**src/rtl/pipe_ctrl_pkg.sv**
```systemverilog
// pipe_ctrl_pkg
//   Shared types and constants for the pipeline control block.
//   Holds the memory FSM state enum, the scoreboard entry layout,
//   the architectural zero register and the default RAM access latency.
package pipe_ctrl_pkg;

    // Default number of RAM access cycles (legal range 1..7).
    localparam int RAM_LAT_DEF = 2;

    // Scoreboard register tags are stored at this fixed width so the
    // entry struct does not depend on the block's AW parameter.
    // AW must not exceed RD_W; narrower tags are zero-extended.
    localparam int RD_W = 16;

    localparam logic [RD_W-1:0] REG_ZERO = '0;

    typedef enum logic {
        ST_IDLE   = 1'b0,
        ST_ACCESS = 1'b1
    } mem_state_e;

    typedef struct packed {
        logic            valid;
        logic            we;
        logic            mem_rd;
        logic            mem_wr;
        logic [RD_W-1:0] rd;
    } sb_entry_t;

    localparam sb_entry_t SB_NOP = '0;

    function automatic logic is_mem_op(sb_entry_t e);
        return e.valid && (e.mem_rd || e.mem_wr);
    endfunction

endpackage

```
**src/rtl/pipe_ctrl_if.sv**
```systemverilog
// pipe_ctrl_if
//   Decode-side handshake bundle of the pipeline controller.
//   master : pipeline datapath (drives decode info and flush,
//            receives buffer/stall/RAM controls and the stall counter)
//   slave  : pipe_ctrl
interface pipe_ctrl_if #(
    parameter int AW = 5
);
    logic          id_valid;
    logic [AW-1:0] id_rs1;
    logic [AW-1:0] id_rs2;
    logic [AW-1:0] id_rd;
    logic          id_wE_BR;
    logic          id_W_ram;
    logic          id_R_ram;
    logic          flush;

    logic          buf_en;
    logic          buf_bubble;
    logic          id_stall;
    logic          ram_cs;
    logic          ram_we;
    logic [15:0]   stall_cnt;

    modport master (
        output id_valid, id_rs1, id_rs2, id_rd, id_wE_BR, id_W_ram, id_R_ram, flush,
        input  buf_en, buf_bubble, id_stall, ram_cs, ram_we, stall_cnt
    );

    modport slave (
        input  id_valid, id_rs1, id_rs2, id_rd, id_wE_BR, id_W_ram, id_R_ram, flush,
        output buf_en, buf_bubble, id_stall, ram_cs, ram_we, stall_cnt
    );
endinterface

```
**src/rtl/pipe_scoreboard.sv**
```systemverilog
// pipe_scoreboard
//   Two-entry (EX, MEM) shift register of in-flight instruction control
//   info plus the read-after-write match against the decode operands.
//   Ports:
//     clk, rst_n      clock, asynchronous active-low reset
//     adv_i           shift: EX <- ins_i, MEM <- EX
//     clr_i           invalidate both entries (wins over adv_i)
//     ins_i           entry to load into EX (already NOP-ed by caller)
//     id_valid_i      decode slot holds an instruction
//     rs1_i, rs2_i    decode source registers (zero-extended)
//     ex_o            current EX entry
//     hazard_o        a decode source matches a pending register write
module pipe_scoreboard
    import pipe_ctrl_pkg::*;
(
    input  logic            clk,
    input  logic            rst_n,
    input  logic            adv_i,
    input  logic            clr_i,
    input  sb_entry_t       ins_i,
    input  logic            id_valid_i,
    input  logic [RD_W-1:0] rs1_i,
    input  logic [RD_W-1:0] rs2_i,
    output sb_entry_t       ex_o,
    output logic            hazard_o
);

    sb_entry_t ex_q, ex_d;
    sb_entry_t mem_q, mem_d;

    // Register 0 is hard-wired, so a write to it never blocks a reader.
    function automatic logic hits(sb_entry_t e, logic [RD_W-1:0] r);
        return e.valid && e.we && (e.rd != REG_ZERO) && (e.rd == r);
    endfunction

    always_comb begin
        ex_d  = ex_q;
        mem_d = mem_q;
        if (clr_i) begin
            ex_d  = SB_NOP;
            mem_d = SB_NOP;
        end else if (adv_i) begin
            ex_d  = ins_i;
            mem_d = ex_q;
        end
    end

    always_ff @(posedge clk or negedge rst_n) begin
        if (!rst_n) begin
            ex_q  <= SB_NOP;
            mem_q <= SB_NOP;
        end else begin
            ex_q  <= ex_d;
            mem_q <= mem_d;
        end
    end

    assign ex_o     = ex_q;
    assign hazard_o = id_valid_i &&
                      (hits(ex_q, rs1_i)  || hits(ex_q, rs2_i) ||
                       hits(mem_q, rs1_i) || hits(mem_q, rs2_i));

endmodule

```
**src/rtl/pipe_ctrl.sv**
```systemverilog
// pipe_ctrl
//   Pipeline hazard and memory-freeze controller.
//   Priority: flush > memory freeze > data hazard (bubble) > advance.
//   A memory op in EX freezes the decode/execute buffers for RAM_LAT+1
//   cycles while the RAM is selected.
//   Ports:
//     clk    clock (rising edge)
//     rst_n  asynchronous active-low reset; forces all outputs low
//     bus    pipe_ctrl_if slave: decode info + flush in,
//            buf_en/buf_bubble/id_stall/ram_cs/ram_we/stall_cnt out
module pipe_ctrl
    import pipe_ctrl_pkg::*;
#(
    parameter int AW      = 5,
    parameter int RAM_LAT = RAM_LAT_DEF
) (
    input  logic clk,
    input  logic rst_n,
    pipe_ctrl_if.slave bus
);

    localparam logic [2:0] CNT_INIT = 3'(RAM_LAT - 1);

    mem_state_e  state_q, state_d;
    logic [2:0]  cnt_q, cnt_d;
    logic [15:0] stall_cnt_q, stall_cnt_d;

    sb_entry_t   ex;
    sb_entry_t   ins;
    logic        hazard;

    logic        buf_en, buf_bubble, id_stall, ram_cs, ram_we;

    // Bubbles and invalid decode slots enter EX as NOPs.
    always_comb begin
        ins        = SB_NOP;
        ins.valid  = 1'b1;
        ins.we     = bus.id_wE_BR;
        ins.mem_rd = bus.id_R_ram;
        ins.mem_wr = bus.id_W_ram;
        ins.rd     = RD_W'(bus.id_rd);
        if (buf_bubble || !bus.id_valid) begin
            ins = SB_NOP;
        end
    end

    pipe_scoreboard u_sb (
        .clk        (clk),
        .rst_n      (rst_n),
        .adv_i      (buf_en),
        .clr_i      (bus.flush),
        .ins_i      (ins),
        .id_valid_i (bus.id_valid),
        .rs1_i      (RD_W'(bus.id_rs1)),
        .rs2_i      (RD_W'(bus.id_rs2)),
        .ex_o       (ex),
        .hazard_o   (hazard)
    );

    // Memory FSM state register
    always_ff @(posedge clk or negedge rst_n) begin
        if (!rst_n) begin
            state_q <= ST_IDLE;
            cnt_q   <= '0;
        end else begin
            state_q <= state_d;
            cnt_q   <= cnt_d;
        end
    end

    // Memory FSM next state
    always_comb begin
        state_d = state_q;
        cnt_d   = cnt_q;
        if (bus.flush) begin
            state_d = ST_IDLE;
            cnt_d   = '0;
        end else begin
            case (state_q)
                ST_IDLE: begin
                    if (is_mem_op(ex)) begin
                        state_d = ST_ACCESS;
                        cnt_d   = CNT_INIT;
                    end
                end
                ST_ACCESS: begin
                    if (cnt_q == 3'd0) begin
                        state_d = ST_IDLE;
                    end else begin
                        cnt_d = cnt_q - 3'd1;
                    end
                end
                default: begin
                    state_d = ST_IDLE;
                    cnt_d   = '0;
                end
            endcase
        end
    end

    // Pipeline control outputs. Gating on rst_n makes ram_cs drop the
    // moment reset asserts instead of waiting for the next edge.
    always_comb begin
        buf_en     = 1'b1;
        buf_bubble = 1'b0;
        id_stall   = 1'b0;
        ram_cs     = 1'b0;
        ram_we     = 1'b0;
        if (!rst_n) begin
            buf_en = 1'b0;
        end else if (bus.flush) begin
            buf_bubble = 1'b1;
        end else if (state_q == ST_ACCESS) begin
            // Release the buffers on the last access cycle; a pending
            // hazard is seen again once the freeze is over.
            buf_en   = (cnt_q == 3'd0);
            id_stall = 1'b1;
            ram_cs   = 1'b1;
            ram_we   = ex.mem_wr;
        end else if (is_mem_op(ex)) begin
            buf_en   = 1'b0;
            id_stall = 1'b1;
            ram_cs   = 1'b1;
            ram_we   = ex.mem_wr;
        end else if (hazard) begin
            buf_bubble = 1'b1;
            id_stall   = 1'b1;
        end
    end

    // Saturating stall-cycle counter
    always_comb begin
        stall_cnt_d = stall_cnt_q;
        if (id_stall && (stall_cnt_q != 16'hFFFF)) begin
            stall_cnt_d = stall_cnt_q + 16'd1;
        end
    end

    always_ff @(posedge clk or negedge rst_n) begin
        if (!rst_n) begin
            stall_cnt_q <= '0;
        end else begin
            stall_cnt_q <= stall_cnt_d;
        end
    end

    assign bus.buf_en     = buf_en;
    assign bus.buf_bubble = buf_bubble;
    assign bus.id_stall   = id_stall;
    assign bus.ram_cs     = ram_cs;
    assign bus.ram_we     = ram_we;
    assign bus.stall_cnt  = stall_cnt_q;

endmodule

```
**src/flat_wrapper.sv**
```systemverilog
// flat-port wrapper written by rule: the top's interface ports become plain ports
module pipe_ctrl_flat import pipe_ctrl_pkg::*;
#(
    parameter int AW      = 5,
    parameter int RAM_LAT = RAM_LAT_DEF
)
  (clk, rst_n, bus_id_valid, bus_id_rs1, bus_id_rs2, bus_id_rd, bus_id_wE_BR, bus_id_W_ram, bus_id_R_ram, bus_flush, bus_buf_en, bus_buf_bubble, bus_id_stall, bus_ram_cs, bus_ram_we, bus_stall_cnt);
  pipe_ctrl_if #(.AW(AW)) bus_i ();
  input  logic clk;
  input  logic rst_n;
  input wire logic [$bits(bus_i.id_valid)-1:0] bus_id_valid;
  input wire logic [$bits(bus_i.id_rs1)-1:0] bus_id_rs1;
  input wire logic [$bits(bus_i.id_rs2)-1:0] bus_id_rs2;
  input wire logic [$bits(bus_i.id_rd)-1:0] bus_id_rd;
  input wire logic [$bits(bus_i.id_wE_BR)-1:0] bus_id_wE_BR;
  input wire logic [$bits(bus_i.id_W_ram)-1:0] bus_id_W_ram;
  input wire logic [$bits(bus_i.id_R_ram)-1:0] bus_id_R_ram;
  input wire logic [$bits(bus_i.flush)-1:0] bus_flush;
  output wire logic [$bits(bus_i.buf_en)-1:0] bus_buf_en;
  output wire logic [$bits(bus_i.buf_bubble)-1:0] bus_buf_bubble;
  output wire logic [$bits(bus_i.id_stall)-1:0] bus_id_stall;
  output wire logic [$bits(bus_i.ram_cs)-1:0] bus_ram_cs;
  output wire logic [$bits(bus_i.ram_we)-1:0] bus_ram_we;
  output wire logic [$bits(bus_i.stall_cnt)-1:0] bus_stall_cnt;
  assign bus_i.id_valid = bus_id_valid;
  assign bus_i.id_rs1 = bus_id_rs1;
  assign bus_i.id_rs2 = bus_id_rs2;
  assign bus_i.id_rd = bus_id_rd;
  assign bus_i.id_wE_BR = bus_id_wE_BR;
  assign bus_i.id_W_ram = bus_id_W_ram;
  assign bus_i.id_R_ram = bus_id_R_ram;
  assign bus_i.flush = bus_flush;
  assign bus_buf_en = bus_i.buf_en;
  assign bus_buf_bubble = bus_i.buf_bubble;
  assign bus_id_stall = bus_i.id_stall;
  assign bus_ram_cs = bus_i.ram_cs;
  assign bus_ram_we = bus_i.ram_we;
  assign bus_stall_cnt = bus_i.stall_cnt;
  pipe_ctrl #(.AW(AW), .RAM_LAT(RAM_LAT)) u_core (.clk(clk), .rst_n(rst_n), .bus(bus_i));
endmodule
```
**config.mk**
```make
export PLATFORM = sky130hd
export DESIGN_NAME = pipe_ctrl_flat
export DESIGN_NICKNAME = d
export VERILOG_FILES = /design/src/rtl/pipe_ctrl_pkg.sv /design/src/rtl/pipe_ctrl_if.sv /design/src/rtl/pipe_scoreboard.sv /design/src/rtl/pipe_ctrl.sv /design/src/flat_wrapper.sv
export SDC_FILE = /design/constraint.sdc
export NUM_CORES = 1
export LEC_CHECK = 0
export CAP_MARGIN = 20
export CORE_UTILIZATION = 47
export DETAILED_ROUTE_END_ITERATION = 10
export HOLD_SLACK_MARGIN = 0.12
export PLACE_DENSITY_LB_ADDON = 0.1
export SYNTH_ARGS = -nofsm -noshare
export SYNTH_HDL_FRONTEND = slang
export SYNTH_SLANG_ARGS = --single-unit
```
**constraint.sdc**
```tcl
create_clock -name clk -period 2.85 [get_ports clk]
set_input_delay 0.285 -clock clk [delete_from_list [all_inputs] [get_ports clk]]
set_output_delay 0.285 -clock clk [all_outputs]
set_load 0.01 [all_outputs]
```
==> results.md <==
Run status:
- The flow ran to the end, and the final reports show no timing, DRC or antenna violations.

Timing:
- The hold violation count in the final report came to 0.
- Setup repair after global routing left no endpoint under its margin.
- Measured against its own limit, the worst slew margin works out to 64.9%.
- Of the available clock period, the critical path in the final layout requires between 90 and 100%.
- The final setup TNS is 0 ns.
- Counting I/O delays and the setup requirement, the final critical path takes 2.74 ns.
- The clock arrives with approximately 0.0056 ns of skew.
- The final-report max-slew violation count is 0.
- The actual transition at the worst max-transition pin is 0.522 ns.
- The fmax is 365 MHz.
- Setup violations remaining at the end of the flow were counted as 0.

Setup path:
- Walking the worst path, the cells encountered are or3_1, o311a_1, a22oi_2, nor2_2, a21oi_1, nor2b_1, clkdlybuf4s50_1.
- At the worst endpoint, the required time is between 2 and 3 ns.
- The worst path buffer plus inverter count is 1.
- In this run the worst path has a maximum fanout of 5.
- The worst register-to-register path ends at u_core.bus.stall_cnt[1].
- In this run the register-to-register setup slack is 0.56 ns.
- The worst flop-to-flop path startpoint is u_core.u_sb.ex_o[4].
- The arrival time of data at the critical path endpoint is roughly 2.5 ns.
- Counting cells, the worst reg-to-reg path comes to 7.
- The worst setup path is of the flip-flop to primary output kind.
- On the critical path the largest part of the delay comes from compound AO/OA/AOI/OAI gates.
- The delay of the slowest cell on the worst path is about 0.47 ns.
- The cell with the largest stage delay on the worst path is clkdlybuf4s50_1.
- The worst setup path is launched from a flip-flop.
- The critical path capture point type is a primary output.

Routing:
- The number of routed nets with antenna violations is 0.
- The detailed-router iteration count before antenna repair is 4.
- The count of unresolved DRC violations after routing is 0.
- The routed length per instance is 15.3 um.
- For this block, the initial DRC count from the detailed router was 103.
- The total via count after detailed routing is 1506.
- The post-detailed-routing wire length is approximately 4200 um.
- Using the TritonRoute via totals, the vias-per-cell ratio works out to 5.50.

Synthesis:
- The number of nets produced by synthesis is 199.
- The synthesized flop and latch total is 36.
- The count of unique library cells instantiated by Yosys is 31.
- Summing the sequential cell areas from Yosys gives 47.9% of the chip area.
- The synthesized netlist occupies a cell area of about 0.0019 mm^2.
- In this run the biggest area consumer among cell types represents 47.9% of the synthesized area.
- The average size of a mapped cell is 10.8 um^2.
- Yosys attributes the largest share of cell area to dfrtp_1, xnor2_1, a22o_1.
- The largest area contributor in the synthesized netlist is dfrtp_1.
- The total of warnings raised by yosys is 0.
- The cell count after synthesis came out at 174.

Pwr:
- The internal power of the cells totals about 0.0009 W.
- The proportion of power drawn by combinational gates is 10.5%.
- The power spent charging and discharging nets is 0.000251 W.
- The power per unit of standard cell area is 457 mW/mm^2.
- The share of total power dissipated in the clock network is 43.0%.
- Summing internal, switching and leakage power gives 0.00115 W.
- The analysis attributes to cell leakage a power of 1.07 nW.
- Across the VDD grid, the largest voltage drop is 322 uV.
- The sequential cell fraction of total power is between 40% and 50%.
- Net switching is 21.8% of the power.

Die:
- The die area is ~0.0043 mm^2.
- The floorplan row count is 22.
- The chip width is 65.2 um.
- The placeable core area is between 0.003 and 0.004 mm^2.
- The I/O pin total is 43.
- Once the floorplan was initialized, standard cells occupied 50.2% of the core.
- Measured along the y axis, the die boundary spans 65.2 um.

Clock tree:
- Post-CTS repair changed the size of 0 cells.
- The longest clock path from root to sink contains 2 buffers.
- Buffers inserted during clock tree synthesis total 5.
- Clock latency on the worst-skew pair, taken at its later pin, is 0.29 ns.
- The clock tree synthesis step divided the H-tree into 2 levels.
- Buffers inserted to repair hold after CTS numbered 1.
- Clock tree synthesis found a total of 36 sinks.
- The post-CTS repair timing setup buffer count is 0.
- CTS placed an instance of clkbuf_8 at the clock tree root.
- The clock transition at the registers of the reported paths is 0.07 ns.
- TritonCTS built the clock tree.

Global routing:
- The number of global-route vias before repair was 1552.
- Entering global routing, the biggest net connects 40 pins.
- The first global-routing pass estimated 7310 um of wire.
- The initial antenna violation count is 0.
- Across every metal layer, demand over resource in global routing totals a little under a quarter.
- Global routing finished with a remaining overflow of 0.

Finish:
- In the layout the commonest cells are clkdlybuf4s50_1, dfrtp_1, xnor2_1, nand3_1, a22o_1.
- The area growth from synthesis to layout is 33.8%.
- The most frequent standard cell in the layout excluding fill and tap cells is clkdlybuf4s50_1.
- The post-layout net count is 250.
- The finished layout holds 274 standard cells, fillers aside.
- The post-route netlist has 9.73% of its cells at a drive strength greater than 1.
- The layout has 309 filler cells.
- The number of diodes added for antenna fixing is 0.
- The multi-input logic area is about 940 um^2.
- The area taken by flip-flops and latches is roughly 900 um^2.

Worst hold path:
- The number of cells on the worst hold path is 1.
- The worst hold path belongs to the class flip-flop to flip-flop.
- The startpoint identified for the worst hold timing path is u_core.bus.stall_cnt[12].
- The path with the worst hold slack has its endpoint at u_core.bus.stall_cnt[12].

Placed design:
- Once detailed placement completed, the half-perimeter wirelength came to between 2000 and 3000 um.
- The number of placed instances, taps included, is between 200 and 300.
- Port buffering added 42 buffers.
- At the end of routability-driven placement, the weighted congestion stood at 0.787.

Flow run:
- The max capacitance violation total is 0.
[cell usage after synthesis, drive strengths merged]
library cell,count
a21o,1
clkbuf,3
nand3,14
a21oi,4
a211oi,1
xnor2,35
nor2,6
ha,3
nor3b,2
and3,9
a22o,15
o311a,2
or3,2
buf,2
mux2,1
nand2b,2
dfrtp,36
o22ai,2
nand2,9
o21ai,3
nor2b,6
inv,4
and2,2
a22oi,1
nand4,6
nor4b,1
o31ai,1
and4,1
[metal layers]
| metal | vias to the layer above | track usage, % | routed length, um |
|---|---|---|---|
| met5 | - | 0 | 0 |
| met4 | 0 | 10.6 | 80 |
| met3 | 8 | 4.69 | 196 |
| met2 | 36 | 36.5 | 1990 |
| met1 | 741 | 29.9 | 1920 |
| li1 | 721 | - | - |
[registers in the layout, summed over array words and instances (netlist names)]
| register | count |
|---|---|
| u_core.u_sb.mem_q | 7 |
| u_core.cnt_q | 3 |
| u_core.state_q | 1 |
| u_core.u_sb.ex_o | 9 |
| u_core.bus.stall_cnt | 16 |
[cell families (layout without fill, tap and decap cells)]
kind of cell | after synthesis | in the layout | share of synthesized area (%)
AOI/OAI and AO/OA | 30 | 30 | 12.8
DFF | 36 | 36 | 47.9
buffers and inverters | 9 | 61 | 1.93
and+or+nand+nor | 60 | 60 | 18.4
muxes | 1 | 1 | 0.599
adders and majority gates | 3 | 3 | 2.00
xor gates and xnor gates | 35 | 35 | 16.3
[how the worst max path moves through the flow]
stage | start | end | slack, ns | cells after the start
global placement | bus_id_rs1[4] | bus_id_stall | 0.30 | 7
global route | u_core.u_sb.mem_q[0] | bus_buf_bubble | 0.005 | 7
detailed placement | bus_id_rs1[0] | bus_id_stall | 0.26 | 7
CTS | u_core.u_sb.mem_q[0] | bus_buf_bubble | 0.1 | 7
finish | u_core.u_sb.ex_o[4] | bus_buf_bubble | 0.11 | 7
floorplan | u_core.cnt_q[0] | u_core.u_sb.ex_o[0] | 0.87 | 8
[metrics by stage]
stage | worst slack, ns | instance area (um^2) | utilization, % | hold slack (ns)
after detailed placement | 0.256 | 2370 | 63.3 | 0.383
final | 0.113 | 2510 | 67.2 | 0.491
after CTS | 0.0998 | 2510 | 67.0 | 0.504
after global routing | 0.00520 | 2510 | 67.2 | 0.527
after global placement | 0.301 | 2370 | 63.3 | 0.375
after floorplan | 0.871 | 1880 | - | -0.0106
[power by group through the flow]
| stage | Sequential, W | Combinational [W] | Clock [W] |
|---|---|---|---|
| detailed placement | 0.000544 | 0.000119 | 0 |
| global route | 0.000536 | 0.000133 | 0.000528 |
| global placement | 0.000543 | 0.000115 | 0 |
| CTS | 0.000535 | 0.000121 | 0.000507 |
| floorplan | 0.000544 | 0.0000479 | 0 |
| finish | 0.000535 | 0.000121 | 0.000495 |
[area by class of cell]
| class | instances | area share [%] |
|---|---|---|
| flip-flops and latches | 36 | 35.8 |
| inverters | 4 | 0.597 |
| clock buffers | 7 | 3.83 |
| well taps | 48 | 2.39 |
| repair buffers | 49 | 18.7 |
| clock inverters | 1 | 1.19 |
| multi-input cells | 129 | 37.5 |
Note: power is estimated with default switching activity, not from simulation.
